<file path="src/rtl/rf_pkg.sv">
// Shared constants, write-select bundle and the write-port arbitration
// function used by both the register write path and the read bypass.
package rf_pkg;

    localparam int XLEN_DEF       = 32;
    localparam int ADDR_WIDTH_DEF = 5;
    localparam int ZERO_REG       = 0;
    localparam int MAX_PORTS      = 8;
    localparam int MAX_AW         = 8;
    localparam int PORT_W         = 3;

    typedef struct packed {
        logic              hit;
        logic [PORT_W-1:0] port;
    } wr_sel_t;

    // Ports are scanned low to high so the highest-numbered match wins.
    function automatic wr_sel_t wr_winner(
        input logic [MAX_PORTS-1:0]        en,
        input logic [MAX_PORTS*MAX_AW-1:0] idx,
        input logic [MAX_AW-1:0]           target
    );
        wr_sel_t sel;
        sel = '0;
        for (int i = 0; i < MAX_PORTS; i++) begin
            if (en[i] && idx[i*MAX_AW +: MAX_AW] == target) begin
                sel.hit  = 1'b1;
                sel.port = PORT_W'(i);
            end
        end
        return sel;
    endfunction

endpackage

</file>
<file path="src/rtl/multiport_register_file_scoreboard.sv">
// Busy-bit scoreboard: writes clear, allocation sets, and a same-edge
// allocation beats a write because it names the newer producer.
module rf_scoreboard
    import rf_pkg::*;
#(
    parameter int ADDR_WIDTH = ADDR_WIDTH_DEF,
    parameter int NUM_WRITE  = 2
) (
    input  logic                          clk,
    input  logic                          reset,
    input  logic                          alloc_en,
    input  logic [ADDR_WIDTH-1:0]         alloc_index,
    input  logic [NUM_WRITE-1:0]          wr_en,
    input  logic [NUM_WRITE*ADDR_WIDTH-1:0] wr_index,
    output logic [2**ADDR_WIDTH-1:0]      busy_vec
);

    localparam int DEPTH = 2**ADDR_WIDTH;

    logic [DEPTH-1:0] busy;
    logic [DEPTH-1:0] busy_next;

    always_comb begin
        busy_next = busy;
        for (int w = 0; w < NUM_WRITE; w++) begin
            if (wr_en[w]) begin
                busy_next[wr_index[w*ADDR_WIDTH +: ADDR_WIDTH]] = 1'b0;
            end
        end
        if (alloc_en) begin
            busy_next[alloc_index] = 1'b1;
        end
        busy_next[ZERO_REG] = 1'b0;
    end

    always_ff @(posedge clk) begin
        if (!reset) begin
            busy <= '0;
        end else begin
            busy <= busy_next;
        end
    end

    assign busy_vec = busy;

endmodule

</file>
<file path="src/rtl/multiport_register_file.sv">
// Multi-port integer register file with optional write-to-read bypass
// and a busy scoreboard for RAW hazard detection at issue.
module multiport_register_file
    import rf_pkg::*;
#(
    parameter int XLEN       = XLEN_DEF,
    parameter int ADDR_WIDTH = ADDR_WIDTH_DEF,
    parameter int NUM_READ   = 2,
    parameter int NUM_WRITE  = 2,
    parameter int BYPASS     = 1
) (
    input  logic                            clk,
    input  logic                            reset,
    input  logic [NUM_READ*ADDR_WIDTH-1:0]  rs_index,
    output logic [NUM_READ*XLEN-1:0]        rs_data,
    output logic [NUM_READ-1:0]             rs_busy,
    input  logic [NUM_WRITE-1:0]            wr_en,
    input  logic [NUM_WRITE*ADDR_WIDTH-1:0] wr_index,
    input  logic [NUM_WRITE*XLEN-1:0]       wr_data,
    input  logic                            alloc_en,
    input  logic [ADDR_WIDTH-1:0]           alloc_index,
    output logic [2**ADDR_WIDTH-1:0]        busy_vec
);

    localparam int DEPTH = 2**ADDR_WIDTH;

    logic [XLEN-1:0]               regs [DEPTH];
    logic [MAX_PORTS-1:0]          en_pad;
    logic [MAX_PORTS*MAX_AW-1:0]   idx_pad;
    wr_sel_t                       wsel [DEPTH];

    // Widen the write ports to the fixed shape the arbiter expects.
    always_comb begin
        en_pad  = '0;
        idx_pad = '0;
        for (int w = 0; w < NUM_WRITE; w++) begin
            en_pad[w] = wr_en[w];
            idx_pad[w*MAX_AW +: MAX_AW] =
                MAX_AW'(wr_index[w*ADDR_WIDTH +: ADDR_WIDTH]);
        end
    end

    for (genvar r = 0; r < DEPTH; r++) begin : g_wsel
        assign wsel[r] = wr_winner(en_pad, idx_pad, MAX_AW'(r));
    end

    always_ff @(posedge clk) begin
        if (!reset) begin
            for (int r = 0; r < DEPTH; r++) begin
                regs[r] <= '0;
            end
        end else begin
            for (int r = 0; r < DEPTH; r++) begin
                if (r != ZERO_REG && wsel[r].hit) begin
                    regs[r] <= wr_data[int'(wsel[r].port)*XLEN +: XLEN];
                end
            end
        end
    end

    for (genvar p = 0; p < NUM_READ; p++) begin : g_rd
        logic [ADDR_WIDTH-1:0] idx;
        wr_sel_t               sel;
        logic                  zero;
        logic                  byp;

        assign idx  = rs_index[p*ADDR_WIDTH +: ADDR_WIDTH];
        assign zero = (idx == ADDR_WIDTH'(ZERO_REG));
        assign sel  = wr_winner(en_pad, idx_pad, MAX_AW'(idx));
        assign byp  = (BYPASS != 0) && sel.hit && !zero;

        assign rs_data[p*XLEN +: XLEN] =
            zero ? '0 :
            byp  ? wr_data[int'(sel.port)*XLEN +: XLEN] :
                   regs[idx];

        assign rs_busy[p] = !zero && busy_vec[idx] && !byp;
    end

    rf_scoreboard #(
        .ADDR_WIDTH (ADDR_WIDTH),
        .NUM_WRITE  (NUM_WRITE)
    ) u_scoreboard (
        .clk         (clk),
        .reset       (reset),
        .alloc_en    (alloc_en),
        .alloc_index (alloc_index),
        .wr_en       (wr_en),
        .wr_index    (wr_index),
        .busy_vec    (busy_vec)
    );

endmodule

</file>
<file path="config.mk">
export PLATFORM = sky130hd
export DESIGN_NAME = multiport_register_file
export DESIGN_NICKNAME = d
export VERILOG_FILES = /design/src/rtl/rf_pkg.sv /design/src/rtl/multiport_register_file_scoreboard.sv /design/src/rtl/multiport_register_file.sv
export SDC_FILE = /design/constraint.sdc
export NUM_CORES = 2
export LEC_CHECK = 0
export ABC_AREA = 0
export BUFFER_PORTS_ARGS = -buffer_cell sky130_fd_sc_hd__buf_4
export CAP_MARGIN = 30
export CELL_PAD_IN_SITES_DETAIL_PLACEMENT = 0
export CELL_PAD_IN_SITES_GLOBAL_PLACEMENT = 1
export CORE_ASPECT_RATIO = 1.1
export CORE_MARGIN = 8
export CORE_UTILIZATION = 50
export CTS_CLUSTER_DIAMETER = 120
export CTS_CLUSTER_SIZE = 28
export DETAILED_ROUTE_END_ITERATION = 7
export GPL_TIMING_DRIVEN = 0
export PLACE_DENSITY_LB_ADDON = 0.1
export SLEW_MARGIN = 20
export SYNTH_ARGS = -nofsm -noshare
export SYNTH_HDL_FRONTEND = slang
export SYNTH_HIERARCHICAL = 1
export SYNTH_SLANG_ARGS = --single-unit
</file>
<file path="constraint.sdc">
create_clock -name clk -period 4.33 [get_ports clk]
set_input_delay 0.6495 -clock clk [delete_from_list [all_inputs] [get_ports clk]]
set_output_delay 0.6495 -clock clk [all_outputs]
set_load 0.1 [all_outputs]
</file>
Word-level counts from Yosys, hierarchy flattened. Memories as Yosys holds them, arrays and structs flattened. Index checks and enable logic that the tools add are counted.

Register bits after elaboration: 32. RAM bits: 1024. Input bits: 94. Output and inout bits: 98. Word-level logic and storage cells: 435. Memories: 1.

Memory list: regs (words 32, width 32, rd ports 2, clocked after memory_dff 0, wr ports 32, RTL line multiport_register_file.sv:27) `logic [XLEN-1:0] regs [DEPTH];`.

Magnitude comparators: 8. Equal/unequal tests: 66. Shift operators: 33. Mux-type cells: 208. Bitwise operators: 36. Reduce and logical (&&, ||, !) cells: 81.

Operators by type and width (count): $shiftx A64 B9 Y32 (33); $mux W32 (38); $mux W4 (66); $eq A5 B5 Y1 const B (32); $mux W1 (99); $eq A5 B4 Y1 const B (16); $logic_and A1 B1 Y1 (75); $and A32 B32 Y32 (2); $not A32 Y32 (2); $eq A5 B3 Y1 const B (8); $or A32 B32 Y32 (1); $or A1 B1 Y1 (31); $lt A5 B6 Y1 const B (5); $eq A5 B2 Y1 const B (4); $eq A5 B5 Y1 (4); $demux W1 S5 (3); $ge A5 B1 Y1 const B (3); $bmux W1 S5 (2); $eq A5 B1 Y1 const B (2); $logic_not A5 Y1 (2); $logic_not A1 Y1 (4).

Longest topological paths before layout.
Depth after elaboration: 11. Depth in mapped cells: 10. Gate-level depth less buffers: 6.

By module. The synthesis kept the hierarchy.

By module, submodules not included: multiport_register_file (instances 1, cells each 6511, area each 64744.6 um2, sequential area each 29788.6 um2); rf_scoreboard (instances 1, cells each 177, area each 1477.7 um2, sequential area each 620.6 um2).

Worst setup path after synthesis. OpenSTA, ideal clock, no wires.

Kind: input to output. Start: in rs_index[5]. End: out rs_data[38]. Data arrival time: 4135 ps. Data required time: 3681 ps. Path slack: -455 ps. Stages on the path: 9. Buffers on the path: 4. Path through: buf_6 buf_8 buf_12 and2_4 buf_6 a221o_1 a21oi_1 nor2_1 o32ai_1.

Longest elaborated chain between the ends: 7. Elaborated cells between the ends (all ways): 13. Classes of those cells: eq/ne (2); shift (1); mux (4); reduce/logical (5); memory (1).

RTL lines: start: declaration (RTL line multiport_register_file.sv:14) `input logic [NUM_READ*ADDR_WIDTH-1:0] rs_index,`; parallel branches: the longest is 6 deep, another holds $shiftx A64 B9 Y32; $mux W32 (*) (RTL line multiport_register_file.sv:73) `zero ? '0 :`; end: declaration (RTL line multiport_register_file.sv:15) `output logic [NUM_READ*XLEN-1:0] rs_data,`.

Every way passes the cells marked *.

Final worst setup path.
Start: in rs_index[6]. End: out rs_data[52].

The elaborated chain is that of the path after synthesis.

==> reports/qor.csv <==
stage,metric,value,unit
detailed_routing,residual DRC count,30,
synthesis,warnings from Yosys,6,
synthesis,Main synth FF type,edfxtp_1,
sta,Worst-Margin Slew,1.289,ns
sta,Final Hold Viols,0,
synthesis,sequential area share after synthesis,45.92,%
layout,area of the multi-input gates,0.03310,sq mm
layout,Final nets,7032,
cts,CTS Buffer Depth,3,
detailed_routing,vias per cell,7.437,
worst_setup_path,crit path kind,input pin to output pin,
grt,initial antenna violation count,36,
sta,Slew Limit Fails,0,
synthesis,"EDFF count, synth",992,
job,Max-Cap Viols,0,
synthesis,"Avg Cell Area, Syn",9.902,sq um
floorplanning,core area,0.1319,sq mm
cts,Worst-Skew Late Latency,0.72,ns
floorplanning,die area,0.1444,sq mm
grt,grt total ovfl,0,
cts,"Hold-fix buffers, CTS",0,
sta,Final period util,106.4,%
sta,RSZ-0062 raised after global routing,true,
floorplanning,I/O Pins,192,
cts,"CTS clk-pin slew, worst paths",0.12,ns
sta,max_slew headroom,14.07,%
place,GP Congestion,1.112,
place,number of I/O port buffers,120,
floorplanning,Chip Width,363.0,um
sta,Max Freq,217.1,MHz
worst_setup_path,FF-to-FF path depth,2,
synthesis,mapped cell area,0.06622,sq mm
status,violated checks,"DRC, setup timing",
place,post-detail-place hpwl,290.9,mm
synthesis,Synth area leaders,"edfxtp_1, nand2_1, mux4_2",
cts,CTS sink count,1023,
cts,TritonCTS clock tree,yes,
sta,Worst Skew,0,ns
synthesis,Synth top area share,44.98,%
worst_setup_path,Worst Setup Start Kind,input pin,
sta,setup violators final,49,
power_and_ir_drop,P per Cell Area,332.0,mW/mm^2
power_and_ir_drop,Max IR drop VDD,0.0003273,V
floorplanning,die height,397.7,um
detailed_routing,final WL,382.1,mm
place,dpl cells,8663,
detailed_routing,Avg WL per Cell,43.67,um
layout,Final Non-Filler Cells,8750,
grt,first-pass GRT wire length,505.8,mm
cts,Num CTS Buffers,45,
floorplanning,initial core utilization,50.21,%
cts,Clock H-tree levels,2,
detailed_routing,drt first-iter violations,13090,
grt,largest net degree at the start of global routing,33,
floorplanning,Rows,140,
power_and_ir_drop,LEAKAGE,0.02618,uW
detailed_routing,via total after detailed routing,65080,
worst_setup_path,CP max FO,10,
sta,Fin Setup TNS,-4.713,ns
layout,FILL cells,11850,
synthesis,cell with the most instances after synthesis,nand2_1,
hold_path,hold crit path type,input pin to flop,
hold_path,worst hold path cell count,3,
synthesis,largest area contributor in the netlist,edfxtp_1,
sta,Final min period,4.606,ns
sta,PnR worst setup slack,-0.2757,ns
grt,vias in the first global route,60200,
layout,P&R area growth vs syn,10.30,%
layout,share of cells above drive strength 1,15.08,%
synthesis,synthesized instance count,6688,
synthesis,"Distinct cells, synth",80,
synthesis,most frequent cells after synthesis,"nand2_1, edfxtp_1, a21oi_1, clkbuf_1, a21boi_0",
synthesis,"FF+latch count, synth",1023,
grt,gr usage total,50.93,%
status,run status,"complete, but fails checks",
worst_setup_path,"Arr. time, crit path",3.96,ns
synthesis,Post-Syn Nets,6782,
cts,clock root buffer,clkbuf_16,
worst_setup_path,crit path capture type,output pin,
worst_setup_path,CP required,3.68,ns
detailed_routing,first-pass iteration count of the detailed router,8,
detailed_routing,DRT antenna net count,0,
layout,register area,0.03041,sq mm
synthesis,asr flop ratio synth,0,%
==> logic make-up (layout without fill, tap and decap cells) <==
logic type	Yosys count	after routing	synth area share (%)
other cells	1	22	0.005663
buf+inv	813	1079	5.589
xor+xnor	20	20	0.2645
compound gates	1678	1678	16.55
mux	656	656	16.43
flops	1023	1023	45.92
simple gates	2497	2497	15.24
==> cell usage in the layout, fill, tap and decap left out, drive strengths merged, types with 80 or more instances in the layout <==
cell type	Yosys	layout
clkbuf	497	548
a21oi	617	617
nor2	92	92
o21ai	83	83
mux2	80	80
buf	311	512
mux2i	250	250
o22ai	130	130
edfxtp	992	992
mux4	326	326
a221oi	88	88
nand2	2153	2153
a21boi	448	448
==> timing repair <==
item | in CTS | in global routing
resized for setup | 192 | 106
buffers inserted | 2 | 2
pin swaps | 3 | 5
setup endpoints to repair | 64 | 49
endpoints found under the hold margin | 0 | 0
==> state kept, by name, indices dropped and copies added, names as in the netlist <==
| signal | cells |
|---|---|
| regs | 992 |
| u_scoreboard/busy_vec | 31 |
==> worst paths after layout <==
| kind | startpoint | to | slack [ns] |
|---|---|---|---|
| max | rs_index[6] | rs_data[52] | -0.28 |
| min | reset | u_scoreboard/busy_vec[15] | 0.25 |
| max reg2reg | u_scoreboard/busy_vec[13] | u_scoreboard/busy_vec[13] | 3.49 |
| min reg2reg | u_scoreboard/busy_vec[24] | u_scoreboard/busy_vec[24] | 0.52 |
==> where the power goes <==
group | leakage, uW | internal (uW) | switching (uW)
logic | 0.0157 | 1810 | 4540
registers | 0.00980 | 11600 | 520
clock network | 0.000647 | 2040 | 3700
==> critical path: stages <==
cell and delay, ns:
buf_4 0.19, buf_8 0.20, buf_6 0.25, buf_4 0.28
nor2_2 0.57, buf_4 0.40, a221oi_1 0.12, a21oi_1 0.55
o2bb2ai_2 0.33, buf_6 0.30
==> metrics by stage <==
| step | area (sq um) | total power, uW | worst slack (ns) | hold slack, ns | utilization [%] |
|---|---|---|---|---|---|
| 6_report | 73050 | 24250 | -0.2757 | 0.2543 | 55.38 |
| 5_1_grt | 73000 | 24290 | -0.06843 | 0.2692 | 55.34 |
| 4_1_cts | 72540 | 23510 | 0.0007039 | 0.2406 | 55.00 |
| 3_5_place_dp | 70540 | 18070 | -1.102 | 0.4885 | 53.48 |
| 3_3_place_gp | 69400 | 17930 | -1.979 | 0.4941 | 52.62 |
| 2_1_floorplan | 66280 | 15550 | 0.1449 | 0.8735 | - |
==> cell type report <==
type,instances,area share [%]
multi-input combinational,4852,45.32
sequential,1023,41.63
buffer,803,5.490
tap,1775,3.040
timing repair buffer,208,2.621
clock buffer,51,1.631
clock inverter,12,0.1679
antenna,21,0.07194
inverter,5,0.03083
==> metal layers <==
| metal | track usage, % | up-vias | routed length [um] |
|---|---|---|---|
| li1 | - | 24820 | - |
| met3 | 26.32 | 1787 | 67060 |
| met5 | 2.466 | - | 725 |
| met1 | 59.20 | 31530 | 123200 |
| met2 | 71.76 | 6912 | 154900 |
| met4 | 36.41 | 28 | 36280 |
(Power assumes the default switching activity.)
